$ cat src/rtl/wheel_pulse_gen.sv
//============================================================================
// Module      : wheel_pulse_gen
// Description : Wheel-sensor square-wave generator and timed active-low button
//               press. Optional contact bounce enabled by WHEEL_BOUNCE_EN.
// Revision    : 1.0 - initial release
//============================================================================
`timescale 1ns/1ps
`default_nettype none

module wheel_pulse_gen #(
   parameter int CNT_W      = 24,
   parameter int PRESS_LEN  = 49_999,
   parameter int BOUNCE_CYC = 249
) (
   input  logic             sys_clk,
   input  logic             sys_rst,
   input  logic             start,
   input  logic             stop,
   input  logic [CNT_W-1:0] half_period,
   input  logic [15:0]      pulse_num,
   input  logic             press_req,
   output logic             pulse_port,
   output logic             stat_port,
   output logic [15:0]      pulse_cnt,
   output logic             busy,
   output logic             done,
   output logic             press_busy
);

   localparam int c_MAXLEN = (PRESS_LEN > BOUNCE_CYC) ? PRESS_LEN : BOUNCE_CYC;
   localparam int c_PC_W   = $clog2(c_MAXLEN + 2);
   localparam logic [c_PC_W-1:0] c_PRESS_LEN = c_PC_W'(PRESS_LEN);
`ifdef WHEEL_BOUNCE_EN
   localparam logic [c_PC_W-1:0] c_BOUNCE = c_PC_W'(BOUNCE_CYC);
`endif

   typedef enum logic [0:0] {S_IDLE = 1'b0, S_RUN = 1'b1} pulse_state_t;
   typedef enum logic [1:0] {P_IDLE = 2'd0, P_BOUNCE = 2'd1, P_HOLD = 2'd2} press_state_t;

   pulse_state_t      r_pstate;
   logic [CNT_W-1:0]  r_hp;
   logic [CNT_W-1:0]  r_phase;
   logic [15:0]       r_num;
   logic [15:0]       r_cnt;
   logic              r_pulse;
   logic              r_busy;
   logic              r_done;
   logic [15:0]       w_cnt_inc;

   press_state_t      r_kstate;
   logic [c_PC_W-1:0] r_pcnt;
   logic              r_stat;
   logic              r_pbusy;
`ifdef WHEEL_BOUNCE_EN
   logic [1:0]        r_bph;
`endif

   assign w_cnt_inc = r_cnt + 16'd1;

   always_ff @(posedge sys_clk) begin
      if (sys_rst) begin
         r_pstate <= S_IDLE;
         r_hp     <= '0;
         r_phase  <= '0;
         r_num    <= '0;
         r_cnt    <= '0;
         r_pulse  <= 1'b1;
         r_busy   <= 1'b0;
         r_done   <= 1'b0;
      end else begin
         r_done <= 1'b0;
         case (r_pstate)
            S_IDLE: begin
               if (start && !stop) begin
                  r_hp     <= half_period;
                  r_num    <= pulse_num;
                  r_phase  <= half_period;
                  r_cnt    <= '0;
                  r_pulse  <= 1'b0;
                  r_busy   <= 1'b1;
                  r_pstate <= S_RUN;
               end
            end
            S_RUN: begin
               if (stop) begin
                  r_pulse  <= 1'b1;
                  r_busy   <= 1'b0;
                  r_done   <= 1'b1;
                  r_pstate <= S_IDLE;
               end else if (r_phase == '0) begin
                  r_phase <= r_hp;
                  r_pulse <= ~r_pulse;
                  // Rising edge: count it and end the train on the last pulse.
                  if (!r_pulse) begin
                     r_cnt <= w_cnt_inc;
                     if ((r_num != 16'd0) && (w_cnt_inc == r_num)) begin
                        r_busy   <= 1'b0;
                        r_done   <= 1'b1;
                        r_pstate <= S_IDLE;
                     end
                  end
               end else begin
                  r_phase <= r_phase - CNT_W'(1);
               end
            end
            default: r_pstate <= S_IDLE;
         endcase
      end
   end

   always_ff @(posedge sys_clk) begin
      if (sys_rst) begin
         r_kstate <= P_IDLE;
         r_pcnt   <= '0;
         r_stat   <= 1'b1;
         r_pbusy  <= 1'b0;
`ifdef WHEEL_BOUNCE_EN
         r_bph    <= 2'd0;
`endif
      end else begin
         case (r_kstate)
            P_IDLE: begin
               if (press_req) begin
                  r_stat  <= 1'b0;
                  r_pbusy <= 1'b1;
`ifdef WHEEL_BOUNCE_EN
                  r_pcnt   <= c_BOUNCE;
                  r_bph    <= 2'd0;
                  r_kstate <= P_BOUNCE;
`else
                  r_pcnt   <= c_PRESS_LEN;
                  r_kstate <= P_HOLD;
`endif
               end
            end
`ifdef WHEEL_BOUNCE_EN
            P_BOUNCE: begin
               // Four alternating levels 0,1,0,1 before the settled low.
               if (r_pcnt == '0) begin
                  if (r_bph == 2'd3) begin
                     r_stat   <= 1'b0;
                     r_pcnt   <= c_PRESS_LEN;
                     r_kstate <= P_HOLD;
                  end else begin
                     r_bph  <= r_bph + 2'd1;
                     r_stat <= ~r_stat;
                     r_pcnt <= c_BOUNCE;
                  end
               end else begin
                  r_pcnt <= r_pcnt - c_PC_W'(1);
               end
            end
`endif
            P_HOLD: begin
               if (r_pcnt == '0) begin
                  r_stat   <= 1'b1;
                  r_pbusy  <= 1'b0;
                  r_kstate <= P_IDLE;
               end else begin
                  r_pcnt <= r_pcnt - c_PC_W'(1);
               end
            end
            default: r_kstate <= P_IDLE;
         endcase
      end
   end

   assign pulse_port = r_pulse;
   assign pulse_cnt  = r_cnt;
   assign busy       = r_busy;
   assign done       = r_done;
   assign stat_port  = r_stat;
   assign press_busy = r_pbusy;

endmodule

`default_nettype wire
$ cat config.mk
export PLATFORM = sky130hd
export DESIGN_NAME = wheel_pulse_gen
export DESIGN_NICKNAME = d
export VERILOG_FILES = /design/src/rtl/wheel_pulse_gen.sv
export SDC_FILE = /design/constraint.sdc
export NUM_CORES = 1
export LEC_CHECK = 0
export BUFFER_PORTS_ARGS = -buffer_cell sky130_fd_sc_hd__buf_2
export CAP_MARGIN = 20
export CORE_MARGIN = 10
export CORE_UTILIZATION = 35
export DETAILED_ROUTE_END_ITERATION = 7
export GPL_TIMING_DRIVEN = 0
export PLACE_DENSITY_LB_ADDON = 0.15
export SYNTH_ARGS = -nofsm -noshare
export SYNTH_HDL_FRONTEND = slang
export SYNTH_SLANG_ARGS = --single-unit
$ cat constraint.sdc
create_clock -name sys_clk -period 5.09 [get_ports sys_clk]
set_clock_uncertainty 0.1 [all_clocks]
set_input_delay 0.7635 -clock sys_clk [delete_from_list [all_inputs] [get_ports sys_clk]]
set_output_delay 0.7635 -clock sys_clk [all_outputs]
set_load 0.05 [all_outputs]
# After elaboration in Yosys (flattened, before gate mapping)
# Index checks and enable logic that the tools add are counted.
# totals
reg_bits,104
in_bits,45
output_inout_bits,21
elab_cells,87
# op_classes
addsub,3
n_eq_ne,12
muxes,41
bitwise,2
n_reduce_logical,17
# op_table
cell,count
2-to-1 mux 16 bit,6
2-to-1 mux 24 bit,3
one-hot mux 16 bit (2 select lines),2
one-hot mux 24 bit (2 select lines),1
zero test 24 bit,1
subtractor 24 x 1 -> 24 bit (second input constant),1
2-to-1 mux 1 bit,21
adder 16 x 1 -> 16 bit (second input constant),1
== test 16 bit,1
zero test 16 bit,1
nonzero test 16 bit,1
subtractor 16 x 1 -> 16 bit (second input constant),1
inequality test 2 bit (second input constant),6
one-hot mux 1 bit (2 select lines),5
AND reduction 2 bit,4
AND reduction 4 bit,2
inequality test 3 x 2 -> 1 bit (second input constant),2
AND reduction 3 bit,2
2-to-1 mux 2 bit,2
one-hot mux 2 bit (2 select lines),1
inequality test 3 bit (second input constant),1
== test 2 bit (second input constant),1
logical AND 1 bit,2
zero test 2 bit,1
other kinds (5),6

# Logic depth before layout (Yosys ltp)
# Gate-level depths: netlist of the first run.
# logic_depth
word_depth,8
depth_mapped,10
depth_no_buf,8

# Worst setup path after synthesis of the first run
# OpenSTA, ideal clock, no wires.
# synth_path
path_type,reg2reg
startpoint,register r_cnt[0] (netlist: pulse_cnt[0])
endpoint,register r_pstate
setup_ns,0.130
arrival_time_ns,2.489
required_time_ns,4.860
path_slack_ns,2.371
stages_incl_launch_ff,9
n_path_buf,1
period_less_slack_ns,2.719
cell_sequence,dfxtp_1 ha_1 clkbuf_1 nand4_1 nor4_1 xnor2_1 nand3_1 nor4b_1 o21ai_0
# synth_between
elab_chain_len,8
# synth_lines
element,line,source
start: declaration,44,logic [15:0] r_cnt;
start signal: assignment,95,r_cnt <= w_cnt_inc;
adder 16 x 1 -> 16 bit,58,assign w_cnt_inc = r_cnt + 16'd1;
== test 16 bit,96,if ((r_num != 16'd0) && (w_cnt_inc == r_num)) begin
logical AND 1 bit,96,
2-to-1 mux 1 bit,96,
2-to-1 mux 1 bit,94,if (!r_pulse) begin
2-to-1 mux 1 bit,90,end else if (r_phase == '0) begin
2-to-1 mux 1 bit,85,if (stop) begin
one-hot mux 1 bit (2 select lines),72,case (r_pstate)
end signal: assignment,81,r_pstate <= S_RUN;
end signal: assignment,89,r_pstate <= S_IDLE;
end signal: assignment,99,r_pstate <= S_IDLE;
end: declaration,40,pulse_state_t r_pstate;
# Every way passes these cells.
# A chain may end at the register's enable or synchronous reset.

# Worst setup path after layout of the first run
# Same ends and word-level chain as after synthesis.

==> results of run 1 <==
cells by family after synthesis:
family,count (synthesis)
flops,102
mux,3
fa+ha+maj,4
buf+inv,66
simple gates,277
compound gates,205
xor+xnor,45
final timing paths:
kind         endpoint  slack (ns)  cells after the start
max          r_pstate        1.90                      8
max reg2reg  r_pstate        1.90                      8
min           r_hp[4]        0.36                      2
min reg2reg   r_hp[4]        0.36                      2
registers in the layout, indices dropped and copies added, names as in the netlist, 16 cells and up:
name / cells
r_hp: 24
r_phase: 24
pulse_cnt: 16
r_num: 16
r_pcnt: 16
power breakdown:
part / internal, W / switching, W / leakage (nW)
sequential: 0.000839 / 0.0000427 / 0.834
clock: 0.000443 / 0.000311 / 0.157
combinational: 0.000131 / 0.000218 / 1.35
cells in the final DEF, fill, tap and decap left out, types with 7 or more instances in the layout:
cell type / netlist / final
nor3_1: 17 / 17
dfxtp_1: 102 / 102
nand3_1: 16 / 16
clkbuf_16: 0 / 9
nand4_1: 14 / 14
or4_1: 7 / 7
a211oi_1: 13 / 13
o21ai_0: 24 / 24
xnor2_1: 31 / 31
nor2_1: 40 / 40
xor2_1: 14 / 14
o211ai_1: 16 / 16
inv_1: 12 / 12
a31oi_1: 14 / 14
nand2_1: 115 / 115
buf_2: 6 / 72
nor4_1: 24 / 24
o31ai_1: 9 / 9
a21oi_1: 71 / 71
a22oi_1: 7 / 7
clkbuf_1: 45 / 47
per-layer routing:
layer	GRT usage (%)	share of wire (%)	vias to the layer above
met2	27.1	46	167
li1	-	-	2730
met3	2.98	5.1	32
met1	22.8	47	2670
met5	0	0	-
met4	6.17	2.0	0
critical path: cells and delay by family, from the launching register on:
family	cells	cell delay, ns
AND/OR/NAND/NOR	4	1.57
flip-flops	1	0.54
buffers and inverters	1	0.30
AO/OA/AOI/OAI	1	0.14
XOR/XNOR	1	0.19
adder cells (fa/ha/maj)	1	0.21
area by class of cell:
class                           count  area, um2  area share (%)
Buffer                             54        219            3.42
Clock buffer                       12        246            3.85
Clock inverter                      4       70.1            1.09
Inverter                           12       45.0           0.703
Multi-Input combinational cell    534       3190            49.8
Sequential cell                   102       2040            31.9
Tap cell                          211        264            4.12
Timing Repair Buffer               66        330            5.16
synthesized netlist by cell type (2+ instances only):
cell type  instances
nor2_1            40
a221oi_1           4
a21oi_1           71
a21boi_0           2
o221ai_1           2
or3_1              6
dfxtp_1          102
o22ai_1            6
inv_1             12
xnor2_1           31
a31o_2             2
o21ai_0           24
nor3b_1            2
ha_1               4
nand3_1           16
and4_1             2
a211oi_1          13
nor2b_1            6
nor3_1            17
o21bai_1           2
a22oi_1            7
and2_1             3
o31a_1             2
nand3b_1           2
nor4b_1            3
nor4_1            24
and3_1             6
clkbuf_1          45
o21a_1             4
mux2i_1            2
o41ai_1            2
a21o_1             5
nand2b_1           4
a31oi_1           14
or2_2              2
nand4b_1           3
a311oi_1           6
nand4_1           14
nand2_1          115
o31ai_1            9
a41oi_1            3
or4_1              7
buf_2              6
o211ai_1          16
xor2_1            14
through the flow:
step / cell area [um2] / total power (W) / setup slack [ns] / hold WS [ns] / util (%)
after floorplan: 5490 / 0.00113 / 2.37 / 0.333 / -
after global routing: 6400 / 0.00208 / 1.79 / 0.380 / 41.8
after detailed placement: 6090 / 0.00124 / 2.04 / 0.349 / 39.8
after CTS: 6400 / 0.00199 / 2.02 / 0.357 / 41.8
after global placement: 6080 / 0.00124 / 1.81 / 0.344 / 39.7
final: 6400 / 0.00198 / 1.90 / 0.355 / 41.8
==> summary.txt, run 1 <==
Clock network
  • Post_cts resized: 0
  • CTS tree: yes
  • Clk_lat worst skew: 0.36 ns
  • Number of H-tree levels: 3
  • TritonCTS Buffers: 9
  • Clock sinks: 102
  • Cts hold-fix bufs: 0
  • Worst-path clk slew: 0.07 ns
  • Max Root-Sink Buffers: 2
  • Setup bufs post-CTS: 0
  • Clock root buffer: clkbuf_16

Layout
  • Area Growth Syn to Fin: 16.6%
  • Layout cells sized above 1: 12.5%
  • Fill count: 1632
  • Antenna Cells: 0
  • Final Non-Filler Cells: 995
  • Nets: 828

Critical path
  • Crit path kind: register to register
  • Crit. End Element: register
  • RR Startpoint: pulse_cnt[0]
  • Worst endpoint required time: 5.22 ns
  • CP startpoint: pulse_cnt[0]
  • Critical Path, Cell by Cell: ha_1 -> clkbuf_1 -> nand4_1 -> nor4_1 -> xnor2_1 -> nand3_1 -> nor4b_1 -> o21ai_0
  • Crit start category: register
  • Max stage delay cell, worst path: nor4_1
  • CP arrival: 3.32 ns
  • Critical path peak fanout: 9
  • CP max stage delay: 0.65 ns

Yosys
  • Post-Syn Nets: 751
  • Synthesized area: 5490 um2
  • Post-synth top area share: 37.2%
  • Yosys top cell by area: dfxtp_1
  • Synthesized area per cell: 7.83 um2
  • Area fraction in compound gates after synthesis: 24.4%
  • Post-synth EDFFs: 0
  • Ys Warns: 0
  • Mapped Cells: 702
  • Top_reg_cell synth: dfxtp_1
  • Post-Synth Adder-Cell Area: 0.911%
  • Post-synthesis cell type count: 65
  • Largest family of logic cells by synthesized area: simple AND/OR/NAND/NOR gates
  • Fraction of registers with async set/reset: 0%
  • Post-synthesis mux area share: 0.569%
  • Register area share after synthesis: 37.2%
  • Synth area leaders: dfxtp_1 37%, nand2_1 7.9%, a21oi_1 6.5%, xnor2_1 4.9%, clkbuf_1 3.1%
  • Simple-gate share of the synthesized area: 25.0%
  • Register bit total from synthesis: 102
  • Post-Synth XOR/XNOR Area: 7.17%

Drt
  • WL/cell: 18.4 um
  • First-pass DRT Iterations: 5
  • Vias/cell: 5.63
  • Initial DRC Count: 450
  • Total wire length: 18.3 mm
  • Antenna viol nets, final: 0
  • Via count: 5599
  • Post-route DRC: 0

Die
  • Core area: 15300 um2
  • Die width: 145 um
  • Die Ht: 145 um
  • Row cnt: 45
  • Die ar.: 21100 um2
  • Initial Utilization: 35.9%
  • Boundary Pins: 66

Power
  • PwrDens: 310 nW/um2
  • Pleak: 2.34 nW
  • Max VDD drop: 169 uV

STA
  • Fin crit period: 3.19 ns
  • Fin Setup TNS: 0 ns
  • Setup-failing EPs final: 0
  • RSZ-0062 raised after global routing: no
  • Tcrit/Tclk final: 62.7%
  • Slew Viols, Final: 0
  • Max Freq: 314 MHz
  • Slew of the pin with the lowest slew margin: 1.01 ns
  • Slew HR: 32.4%
  • Hold Fails Final Rpt: 0

Global route
  • GRT Residual Overflow: 0
  • All-layer global routing usage: 17.1%
  • Largest net degree at the start of global routing: 16
  • Antenna violations before repair: 0
  • Vias in the first global route: 5352
  • First-pass GRT wire length: 29.5 mm

Place
  • Dpl cells: 979
  • Detailed placement HPWL: 13.5 mm
  • Routability congestion estimate: 0.914
  • Port Buffer Count: 65

Min path
  • Class of the worst hold path: register to register
  • Hold Startpoint: r_hp[4]

Outcome
  • Status: completed

Flow run
  • Max-cap check violation count: 0
No activity file was read; power rests on OpenSTA's default activity.
==> inputs of run 2 (changes only) <==
clock period = 2.7 ns   (was 5.09 ns; I/O delays follow)
==> summary.txt, run 2 (same netlist as run 1, synthesis figures left out) <==
Critical path
  • Max stage delay cell, worst path: or4_4
  • Critical Path, Cell by Cell: or4_4 -> or3_4 -> or3_1 -> buf_6 -> nor3_4 -> a41oi_2 -> a311oi_1
  • CP arrival: 2.76 ns
  • R2R depth: 7
  • Crit start category: register
  • CP max stage delay: 0.54 ns
  • Crit. End Element: register
  • Worst endpoint required time: 2.87 ns
  • Crit path kind: register to register
  • Critical path peak fanout: 4

STA
  • Slew of the pin with the lowest slew margin: 1.07 ns
  • Tcrit/Tclk final: 96.0%
  • Setup-failing EPs final: 0
  • Slew Viols, Final: 0
  • Fin crit period: 2.59 ns
  • Max Freq: 386 MHz
  • Hold Fails Final Rpt: 0
  • Fin Setup TNS: 0 ns
  • Slew HR: 28.5%
  • Setup ws final: 0.108 ns

Clock network
  • Number of H-tree levels: 3
  • CTS tree: yes
  • Worst-path clk slew: 0.07 ns
  • Cts hold-fix bufs: 0
  • Clk_lat worst skew: 0.36 ns
  • Clock sinks: 102
  • Clock root buffer: clkbuf_16
  • Max Root-Sink Buffers: 2
  • TritonCTS Buffers: 9

Die
  • Row cnt: 45
  • Core area: 15300 um2
  • Boundary Pins: 66
  • Initial Utilization: 35.9%
  • Die ar.: 21100 um2
  • Die width: 145 um
  • Die Ht: 145 um

Global route
  • Vias in the first global route: 5309
  • Largest net degree at the start of global routing: 16
  • First-pass GRT wire length: 29.2 mm
  • Antenna violations before repair: 0
  • All-layer global routing usage: 16.9%
  • GRT Residual Overflow: 0

Drt
  • First-pass DRT Iterations: 5
  • Post-route DRC: 0
  • Via count: 5680
  • WL/cell: 18.3 um
  • Vias/cell: 5.66
  • Total wire length: 18.4 mm
  • Antenna viol nets, final: 0
  • Initial DRC Count: 542

Place
  • Dpl ws: -0.208 ns
  • Port Buffer Count: 65
  • Detailed placement HPWL: 13.4 mm
  • Routability congestion estimate: 0.915

Power
  • PwrDens: 579 nW/um2
  • Max VDD drop: 363 uV
  • Pleak: 2.45 nW

Layout
  • Layout cells sized above 1: 17.0%
  • Fill count: 1591
  • Regs by FF count: r_hp: 24 flops, r_phase: 24 flops
  • Commonest cells after routing, fill and taps aside: 115 x nand2_1, 98 x dfxtp_1, 71 x a21oi_1, 69 x buf_2, 41 x clkbuf_1
  • Area Growth Syn to Fin: 21.5%
  • Commonest non-fill, non-tap cell in the layout: nand2_1
  • Nets: 837
  • Antenna Cells: 0

Min path
  • Hold depth: 3
  • Class of the worst hold path: primary input to register

Outcome
  • Status: completed

Flow run
  • Max-cap check violation count: 0
-- run 2: cell type report --
type	instances	area (um2)	area share, %
clock buffers	13	270	4.05
plain buffers	50	216	3.24
multi-input cells	534	3330	49.9
inverters	12	45.0	0.675
flip-flops and latches	102	2050	30.7
repair buffers	79	432	6.47
clock inverters	3	65.1	0.975
well taps	211	264	3.96
-- run 2: critical path: cells and delay by family, from the launching register on --
kind                   cells  cell delay (ns)
AOI/OAI and AO/OA          2             0.36
and+or+nand+nor            4             1.58
DFF                        1             0.32
buffers and inverters      1             0.14
-- run 2: report_power, final --
group / total [W] / internal, W / switching [W] / leakage (nW)
clock network: 0.00148 / 0.000888 / 0.000596 / 0.166
registers: 0.00166 / 0.00158 / 0.0000836 / 0.836
logic: 0.000717 / 0.000287 / 0.000430 / 1.45
-- run 2: path summary, 6_finish.rpt --
path / slack [ns] / start / end
hold reg to reg: 0.35 / r_hp[1] / r_hp[1]
setup reg to reg: 0.11 / r_phase[7] / pulse_cnt[3]
setup / recovery: 0.11 / r_phase[7] / pulse_cnt[3]
hold / removal: 0.18 / pulse_num[15] / r_num[15]
-- run 2: routing by layer --
metal  wire [um]  GRT usage, %
met5           0             0
met4         482          6.62
met2        8310          25.6
met1        8410          22.9
met3        1180          3.69
-- run 2: what timing repair did --
action	4_1_cts	5_1_grt
pin swaps	9	6
resized for setup	18	20
endpoints found under the setup margin	45	48
cloned	0	0
setup buffers	10	3
-- run 2: metrics by stage --
step / util (%) / instances / total power [W] / hold WS [ns] / area [um2]
after floorplan: - / 702 / 0.00214 / 0.333 / 5500
after global placement: 39.7 / 978 / 0.00233 / 0.344 / 6080
after detailed placement: 39.8 / 979 / 0.00234 / 0.347 / 6090
after CTS: 43.0 / 1005 / 0.00386 / 0.174 / 6580
after global routing: 43.6 / 1004 / 0.00404 / 0.184 / 6670
final: 43.6 / 1004 / 0.00387 / 0.180 / 6670
